<file path="src/rtl/adder_accum.sv">
// adder_accum
//   Accumulates a burst of COUNT samples produced by an upstream adder.
//   Each accepted sample is the zero-extended (WIDTH+1)-bit word
//   {in_carry, in_result}. The sum wraps modulo 2^ACC_WIDTH. A sticky
//   overflow flag records any wrap during the burst. The finished sum is
//   offered with a valid/ready handshake.
//
// Parameters
//   WIDTH     : width of the upstream adder result
//   COUNT     : samples per burst (2..256)
//   ACC_WIDTH : accumulator width (>= WIDTH+1)
//
// Ports
//   clk          : rising-edge clock
//   rst          : synchronous active-high reset
//   start        : begin a burst (only looked at in IDLE)
//   in_valid     : upstream sample valid
//   in_ready     : high in every ACCUM cycle
//   in_result    : adder result word
//   in_carry     : adder carry out
//   out_valid    : burst sum available (DONE)
//   out_ready    : downstream takes the sum
//   out_sum      : accumulated sum (holds the last burst while IDLE)
//   out_overflow : sticky wrap flag of that burst
//   busy         : high in ACCUM and DONE
module adder_accum #(
  parameter int WIDTH     = 4,
  parameter int COUNT     = 8,
  parameter int ACC_WIDTH = 8
) (
  input  logic                 clk,
  input  logic                 rst,
  input  logic                 start,
  input  logic                 in_valid,
  output logic                 in_ready,
  input  logic [WIDTH-1:0]     in_result,
  input  logic                 in_carry,
  output logic                 out_valid,
  input  logic                 out_ready,
  output logic [ACC_WIDTH-1:0] out_sum,
  output logic                 out_overflow,
  output logic                 busy
);

  // The counter only has to reach COUNT-1; the last accept moves to DONE.
  localparam int               CNT_W    = (COUNT > 2) ? $clog2(COUNT) : 1;
  localparam logic [CNT_W-1:0] CNT_LAST = CNT_W'(COUNT - 1);

  typedef enum logic [1:0] {
    IDLE  = 2'd0,
    ACCUM = 2'd1,
    DONE  = 2'd2
  } state_t;

  state_t               state_q, state_d;
  logic [CNT_W-1:0]     cnt_q, cnt_d;
  logic [ACC_WIDTH-1:0] acc_q, acc_d;
  logic                 ovf_q, ovf_d;
  logic [ACC_WIDTH:0]   sum_ext;

  // Zero-extend {carry, result} to the accumulator width plus one carry bit.
  function automatic logic [ACC_WIDTH:0] extend_sample(
    input logic             carry,
    input logic [WIDTH-1:0] result
  );
    extend_sample = (ACC_WIDTH + 1)'({carry, result});
  endfunction

  // Top bit of the widened sum is the carry out of bit ACC_WIDTH-1.
  always_comb begin
    sum_ext = {1'b0, acc_q} + extend_sample(in_carry, in_result);
  end

  always_comb begin
    state_d   = state_q;
    cnt_d     = cnt_q;
    acc_d     = acc_q;
    ovf_d     = ovf_q;
    in_ready  = 1'b0;
    out_valid = 1'b0;

    case (state_q)
      IDLE: begin
        if (start) begin
          acc_d   = '0;
          ovf_d   = 1'b0;
          cnt_d   = '0;
          state_d = ACCUM;
        end
      end

      ACCUM: begin
        in_ready = 1'b1;
        if (in_valid) begin
          acc_d = sum_ext[ACC_WIDTH-1:0];
          ovf_d = ovf_q | sum_ext[ACC_WIDTH];
          if (cnt_q == CNT_LAST) begin
            state_d = DONE;
          end else begin
            cnt_d = cnt_q + 1'b1;
          end
        end
      end

      DONE: begin
        out_valid = 1'b1;
        // start is not looked at here, so a start on the handshake cycle
        // is dropped and the earliest restart is the following IDLE cycle.
        if (out_ready) begin
          state_d = IDLE;
        end
      end

      default: begin
        state_d = IDLE;
      end
    endcase
  end

  always_ff @(posedge clk) begin
    if (rst) begin
      state_q <= IDLE;
      cnt_q   <= '0;
      acc_q   <= '0;
      ovf_q   <= 1'b0;
    end else begin
      state_q <= state_d;
      cnt_q   <= cnt_d;
      acc_q   <= acc_d;
      ovf_q   <= ovf_d;
    end
  end

  assign out_sum      = acc_q;
  assign out_overflow = ovf_q;
  assign busy         = (state_q != IDLE);

endmodule
</file>
<file path="config.mk">
export PLATFORM = sky130hd
export DESIGN_NAME = adder_accum
export DESIGN_NICKNAME = d
export VERILOG_FILES = /design/src/rtl/adder_accum.sv
export SDC_FILE = /design/constraint.sdc
export NUM_CORES = 1
export LEC_CHECK = 0
export CAP_MARGIN = 20
export CORE_ASPECT_RATIO = 1.1
export CORE_MARGIN = 10
export CORE_UTILIZATION = 44
export CTS_BUF_LIST = sky130_fd_sc_hd__clkbuf_8
export DETAILED_ROUTE_END_ITERATION = 8
export MAX_ROUTING_LAYER = met4
export PLACE_DENSITY = 0.84
export SLEW_MARGIN = 15
export SYNTH_ARGS = -nofsm -noshare
export SYNTH_HDL_FRONTEND = slang
export SYNTH_SLANG_ARGS = --single-unit
</file>
<file path="constraint.sdc">
create_clock -name clk -period 1.7 [get_ports clk]
set_input_delay 0.34 -clock clk [delete_from_list [all_inputs] [get_ports clk]]
set_output_delay 0.34 -clock clk [all_outputs]
set_load 0.03 [all_outputs]
</file>
==> results.yml, run 1 <==
global_routing:
  grt_pass1_vias: 806
  met2_usage: 0.175
  top_usage_layer: "met2"
  track_usage: 0.111
  overflow: 0
  met3_usage: 0.0253
  use_met1: 0.112
  grt_pass1_wl_um: 3310
  grt_max_degree: 13
  antenna_found_initial: 0
floorplanning:
  die_area_mm2: 0.00392
  dieHeight_um: 64.6
  start_util: 0.458
  core-area_mm2: 0.00174
  row_count: 16
  fp.dieW_um: 60.6
  io_pins: 22
pwr:
  seq_power_share: 0.442
  clkPwrFrac: 0.343
  p_switching_w: 0.000212
  switching_share: 0.269
  power_density_mw_per_mm2: 685
  p_int_w: 0.000575
  peakVddDrop_v: 0.000533
  power_frac_comb: 0.215
  p_leak_nw: 0.539
critical_path:
  critical-path-top-delay-family: "buffers and inverters"
  critPathBufInv: 1
  startpoint: "out_sum[4]"
  slowest_stage: "clkdlybuf4s50_1"
  cp_num_cells: 1
  max_stage_delay_ns: 0.69
  path_max_fanout: 3
  worst_setup_path_end_kind: "output port"
  cp_cell_sequence: "clkdlybuf4s50_1"
  critPathRequiredTime_ns: 1.36
  rr_worst_depth: 5
  cp-start-kind: "flip-flop"
  criticalPathCategory: "flip-flop to output port"
  r2r_start: "out_sum[0]"
  arrival_ns: 1.31
timing:
  period_needed_ns: 1.65
  max_slew_margin: 0.785
  rsz0062_at_grt: "no"
  finalSetupViolCount: 0
  setup_slack_ns: 0.0536
  slew_viol_final: 0
  hold_viol: 0
  skew_ns: 0.00238
  period_share: 0.968
  worst_pin_slew_ns: 0.322
  fmax_mhz: 607
synth:
  synth_top_family_by_area: "simple AND/OR/NAND/NOR gates"
  syn_area_um2: 797
  synthMuxAreaShare: 0.0377
  synth_compound_area_frac: 0.220
  synth_top_area_frac: 0.352
  synth-simple-area-share: 0.231
  ys_types: 27
  synth-xor-area-share: 0.0110
  synth.largest_area_cell: "dfxtp_1"
  synth_area_leaders: "dfxtp_1 (35%), ha_1 (11%), a22oi_1 (5.7%)"
  ys_seq_area_frac: 0.352
  yosys_most_used_dff: "dfxtp_1"
  synth-seq-cells: 14
  synthArstFlopShare: 0
  syn_area_per_cell_um2: 8.96
  synth_fp_nets: 107
  syn_inst: 89
  yosysWarnings: 0
  synth-adder-area-share: 0.135
  synth_edf_count: 0
finish:
  nets: 140
  area_growth_pct: 44.1
  drive_above_1_share: 0.175
  antennaDiodeCount: 0
  final_cell_mix: "dfxtp_1 (13), clkdlybuf4s50_1 (13), nor2_1 (10), buf_4 (9)"
  fillCellCount: 138
  fin_util: 0.659
cts:
  cts_tree: "done"
  max-clock-path-buffers: 2
  ctsRootBufferMaster: "clkbuf_8"
  post_cts_buffers: 0
  cts_max_level: 1
  holdBufCountCts: 0
  clk_pin_slew_ns: 0.05
  clock_latency_ns: 0.25
  clock_sinks: 14
  cts_buffers: 3
place:
  place_congestion: 0.857
  dpl_worst_slack_ns: -0.426
  port_buffers: 21
  dp_hpwl_um: 1610
route:
  dr.pass1.iters: 4
  wire_per_inst_um: 15.2
  drt-initial-drc-count: 13
  vias: 795
  via_per_inst: 5.76
  drc: 0
  ant_nets: 0
  wl_um: 2100
min_path:
  hold_depth: 2
  hold_path_class: "flip-flop to flip-flop"
  min-delay-start: "out_overflow"
flow_run:
  cap_violations: 0
run_status:
  status: "finished clean"
-- layout make-up --
type                            instances  area [um2]  share of cell area
Sequential cell                        14         282               0.245
Timing Repair Buffer                   29         267               0.232
Tap cell                               18        22.5              0.0196
Clock buffer                            3        41.3              0.0359
Multi-Input combinational cell         72         529               0.461
Inverter                                2        7.51             0.00654
-- per-stage QoR --
step	TNS, ns	hold WS (ns)	area [um2]	instances	power [W]
floorplan	0	0.445	803	89	0.000444
global placement	-1.80	0.438	1090	135	0.000518
detailed placement	-2.09	0.441	1090	135	0.000523
CTS	0	0.448	1130	138	0.000796
global route	0	0.483	1150	138	0.000828
finish	0	0.449	1150	138	0.000787
-- per-layer routing --
metal  routed length, um  vias to the layer above
li1                    -                      391
met1                 909                      379
met2                1030                       20
met3                  94                        5
met4                  62                        0
met5                   0                        -
-- sequential cells by signal (all words and copies together), names as in the netlist --
register	flops
out_sum	8
cnt_q	3
state_q	2
out_overflow	1
-- final timing paths --
kind	end	slack [ns]
worst max-delay path	out_sum[4]	0.05
worst min register to register	out_overflow	0.45
worst min-delay path	out_overflow	0.45
worst max register to register	out_sum[4]	0.13
-- synth_stat cells (all sizes together), types with 2 or more instances --
master  count
nor2b       2
nand3       2
nand2b      5
nand3b      4
nand2       6
o21ai       2
ha          7
a211oi      3
nor2       10
a21oi       7
a21o        5
dfxtp      14
inv         2
mux2i       3
nand4       2
a22oi       6
-- worst register-to-register path, delay by kind of cell, from the launching register on --
family	cells	cell delay [ns]
fa+ha+maj	2	0.56
compound gates	2	0.51
flops	1	0.33
simple gates	1	0.08
-- power by group through the flow --
stage / Clock, W / Sequential (W) / Combinational, W
after global placement: 0 / 0.000353 / 0.000165
after global routing: 0.000294 / 0.000348 / 0.000186
after CTS: 0.000282 / 0.000347 / 0.000167
final: 0.000270 / 0.000348 / 0.000169
after floorplan: 0 / 0.000362 / 0.0000823
after detailed placement: 0 / 0.000354 / 0.000169
-- logic make-up after synthesis --
logic type / after synthesis
AOI/OAI and AO/OA: 25
muxes: 3
and+or+nand+nor: 35
adders and majority gates: 8
buffers and inverters: 3
xor gates and xnor gates: 1
DFF: 14
-- repair_timing --
| item | 4_1_cts | 5_1_grt |
|---|---|---|
| resized for setup | 7 | 5 |
| setup endpoints to repair | 8 | 5 |
| pin swaps | 6 | 4 |
| gates cloned | 0 | 0 |
Power figures use the tool's default switching activity.
==> run 2: changes to the inputs <==
--- a/config.mk
+++ b/config.mk
@@ -17,3 +17,4 @@
 export SYNTH_ARGS = -nofsm -noshare
 export SYNTH_HDL_FRONTEND = slang
 export SYNTH_SLANG_ARGS = --single-unit
+export TNS_END_PERCENT = 100
==> results of run 2 <==
No change in the layout: final DEF, timing and power equal those of run 1.
==> run 3: changes to the inputs <==
--- a/config.mk
+++ b/config.mk
@@ -7,9 +7,10 @@
 export LEC_CHECK = 0
 export CAP_MARGIN = 20
 export CORE_ASPECT_RATIO = 1.1
-export CORE_MARGIN = 10
+export CORE_MARGIN = 2
 export CORE_UTILIZATION = 44
 export CTS_BUF_LIST = sky130_fd_sc_hd__clkbuf_8
+export CTS_CLUSTER_DIAMETER = 120
 export DETAILED_ROUTE_END_ITERATION = 8
 export MAX_ROUTING_LAYER = met4
 export PLACE_DENSITY = 0.84
==> results.yml, run 3 (same netlist as run 1, synthesis figures left out) <==
run_status:
  status: "finished clean"
timing:
  fmax_mhz: 602
  finalSetupViolCount: 0
  worst_pin_slew_ns: 0.321
  whs_ns: 0.450
  skew_ns: 0.00562
  max_slew_margin: 0.786
  rsz0062_at_grt: "yes"
  setup_tns_ns: 0
  hold_viol: 0
  period_needed_ns: 1.66
  slew_viol_final: 0
  period_share: 0.978
critical_path:
  r2r_end: "out_sum[6]"
  critPathBufInv: 1
  r2r_start: "out_sum[0]"
  cp-start-kind: "flip-flop"
  cp_cell_sequence: "clkdlybuf4s50_1"
  rrSetupSlack_ns: 0.08
  path_max_fanout: 3
  endpoint: "out_sum[3]"
  critPathRequiredTime_ns: 1.36
  startpoint: "out_sum[3]"
  criticalPathCategory: "flip-flop to output port"
  worst_setup_path_end_kind: "output port"
  max_stage_delay_ns: 0.69
  arrival_ns: 1.32
  critical-path-top-delay-family: "buffers and inverters"
  slowest_stage: "clkdlybuf4s50_1"
  rr_worst_depth: 6
  cp_num_cells: 1
min_path:
  min-delay-start: "out_overflow"
  hold_path_class: "flip-flop to flip-flop"
route:
  vias: 805
  dr.pass1.iters: 4
  wl_um: 1950
  ant_nets: 0
  drc: 0
  via_per_inst: 5.71
  drt-initial-drc-count: 19
  wire_per_inst_um: 13.9
floorplanning:
  row_count: 16
  dieHeight_um: 48.6
  fp.dieW_um: 44.6
  start_util: 0.458
  io_pins: 22
  die_area_mm2: 0.00217
  core-area_mm2: 0.00174
finish:
  final_cell_mix: "dfxtp_1 (13), clkdlybuf4s50_1 (13), buf_4 (12), nor2_1 (10)"
  final_cells: 141
  antennaDiodeCount: 0
  area_growth_pct: 47.7
  fin_util: 0.676
  nets: 143
  fillCellCount: 138
  drive_above_1_share: 0.179
  largest_register_ffs: 8
cts:
  max-clock-path-buffers: 2
  cts_max_level: 1
  clock_sinks: 14
  ctsRootBufferMaster: "clkbuf_8"
  cts_tree: "done"
  cts_buffers: 3
  holdBufCountCts: 0
  clock_latency_ns: 0.24
  clk_pin_slew_ns: 0.06
global_routing:
  grt_pass1_vias: 813
  grt_pass1_wl_um: 3260
  antenna_found_initial: 0
  track_usage: 0.200
  overflow: 0
  grt_max_degree: 11
flow_run:
  cap_violations: 0
pwr:
  p_int_w: 0.000582
  clkPwrFrac: 0.331
  seq_power_share: 0.438
  p_switching_w: 0.000206
  power_frac_comb: 0.231
  power_density_mw_per_mm2: 670
  p_leak_nw: 0.576
  switching_share: 0.262
  peakVddDrop_v: 0.000509
place:
  dp_hpwl_um: 1530
  port_buffers: 21
  place_inst: 137
  place_congestion: 0.825
run 3: repair_timing:
action,4_1_cts,5_1_grt
setup endpoints to repair,7,7
pin swaps,6,6
setup buffers,1,0
gates resized for setup,5,6
run 3: power groups by stage:
stage,Combinational (W),Clock [W],Sequential [W]
2_1_floorplan,0.0000823,0,0.000362
3_3_place_gp,0.000171,0,0.000351
3_5_place_dp,0.000178,0,0.000352
4_1_cts,0.000178,0.000268,0.000345
5_1_grt,0.000197,0.000288,0.000347
6_report,0.000182,0.000261,0.000346
run 3: worst min path at each step:
stage	end	slack (ns)	depth (start not counted)
CTS	out_overflow	0.45	2
finish	out_overflow	0.45	2
floorplan	out_sum[4]	0.45	1
global route	out_overflow	0.49	2
detailed placement	out_overflow	0.44	2
global placement	out_overflow	0.44	2
run 3: cell type report:
cell class | instances | area, um2 | share of cell area
multi-input combinational | 72 | 528 | 0.448
timing repair buffer | 32 | 297 | 0.252
sequential | 14 | 282 | 0.239
clock buffer | 3 | 41.3 | 0.0351
tap | 18 | 22.5 | 0.0191
inverter | 2 | 7.51 | 0.00638
run 3: metrics by stage:
| stage | setup WS, ns | total power (W) | cell area [um2] |
|---|---|---|---|
| 2_1_floorplan | 0.0570 | 0.000444 | 803 |
| 3_3_place_gp | -0.383 | 0.000523 | 1100 |
| 3_5_place_dp | -0.448 | 0.000530 | 1100 |
| 4_1_cts | 0.00319 | 0.000791 | 1150 |
| 5_1_grt | -0.00171 | 0.000831 | 1180 |
| 6_report | 0.0382 | 0.000788 | 1180 |
run 3: metal layers:
metal / vias up / routed length [um] / part of all wire / global-route usage
li1: 395 / - / - / -
met1: 376 / 814 / 0.42 / 0.230
met2: 26 / 995 / 0.51 / 0.319
met3: 8 / 97 / 0.050 / 0.0448
met4: 0 / 47 / 0.024 / 0.0960
met5: - / 0 / 0 / -
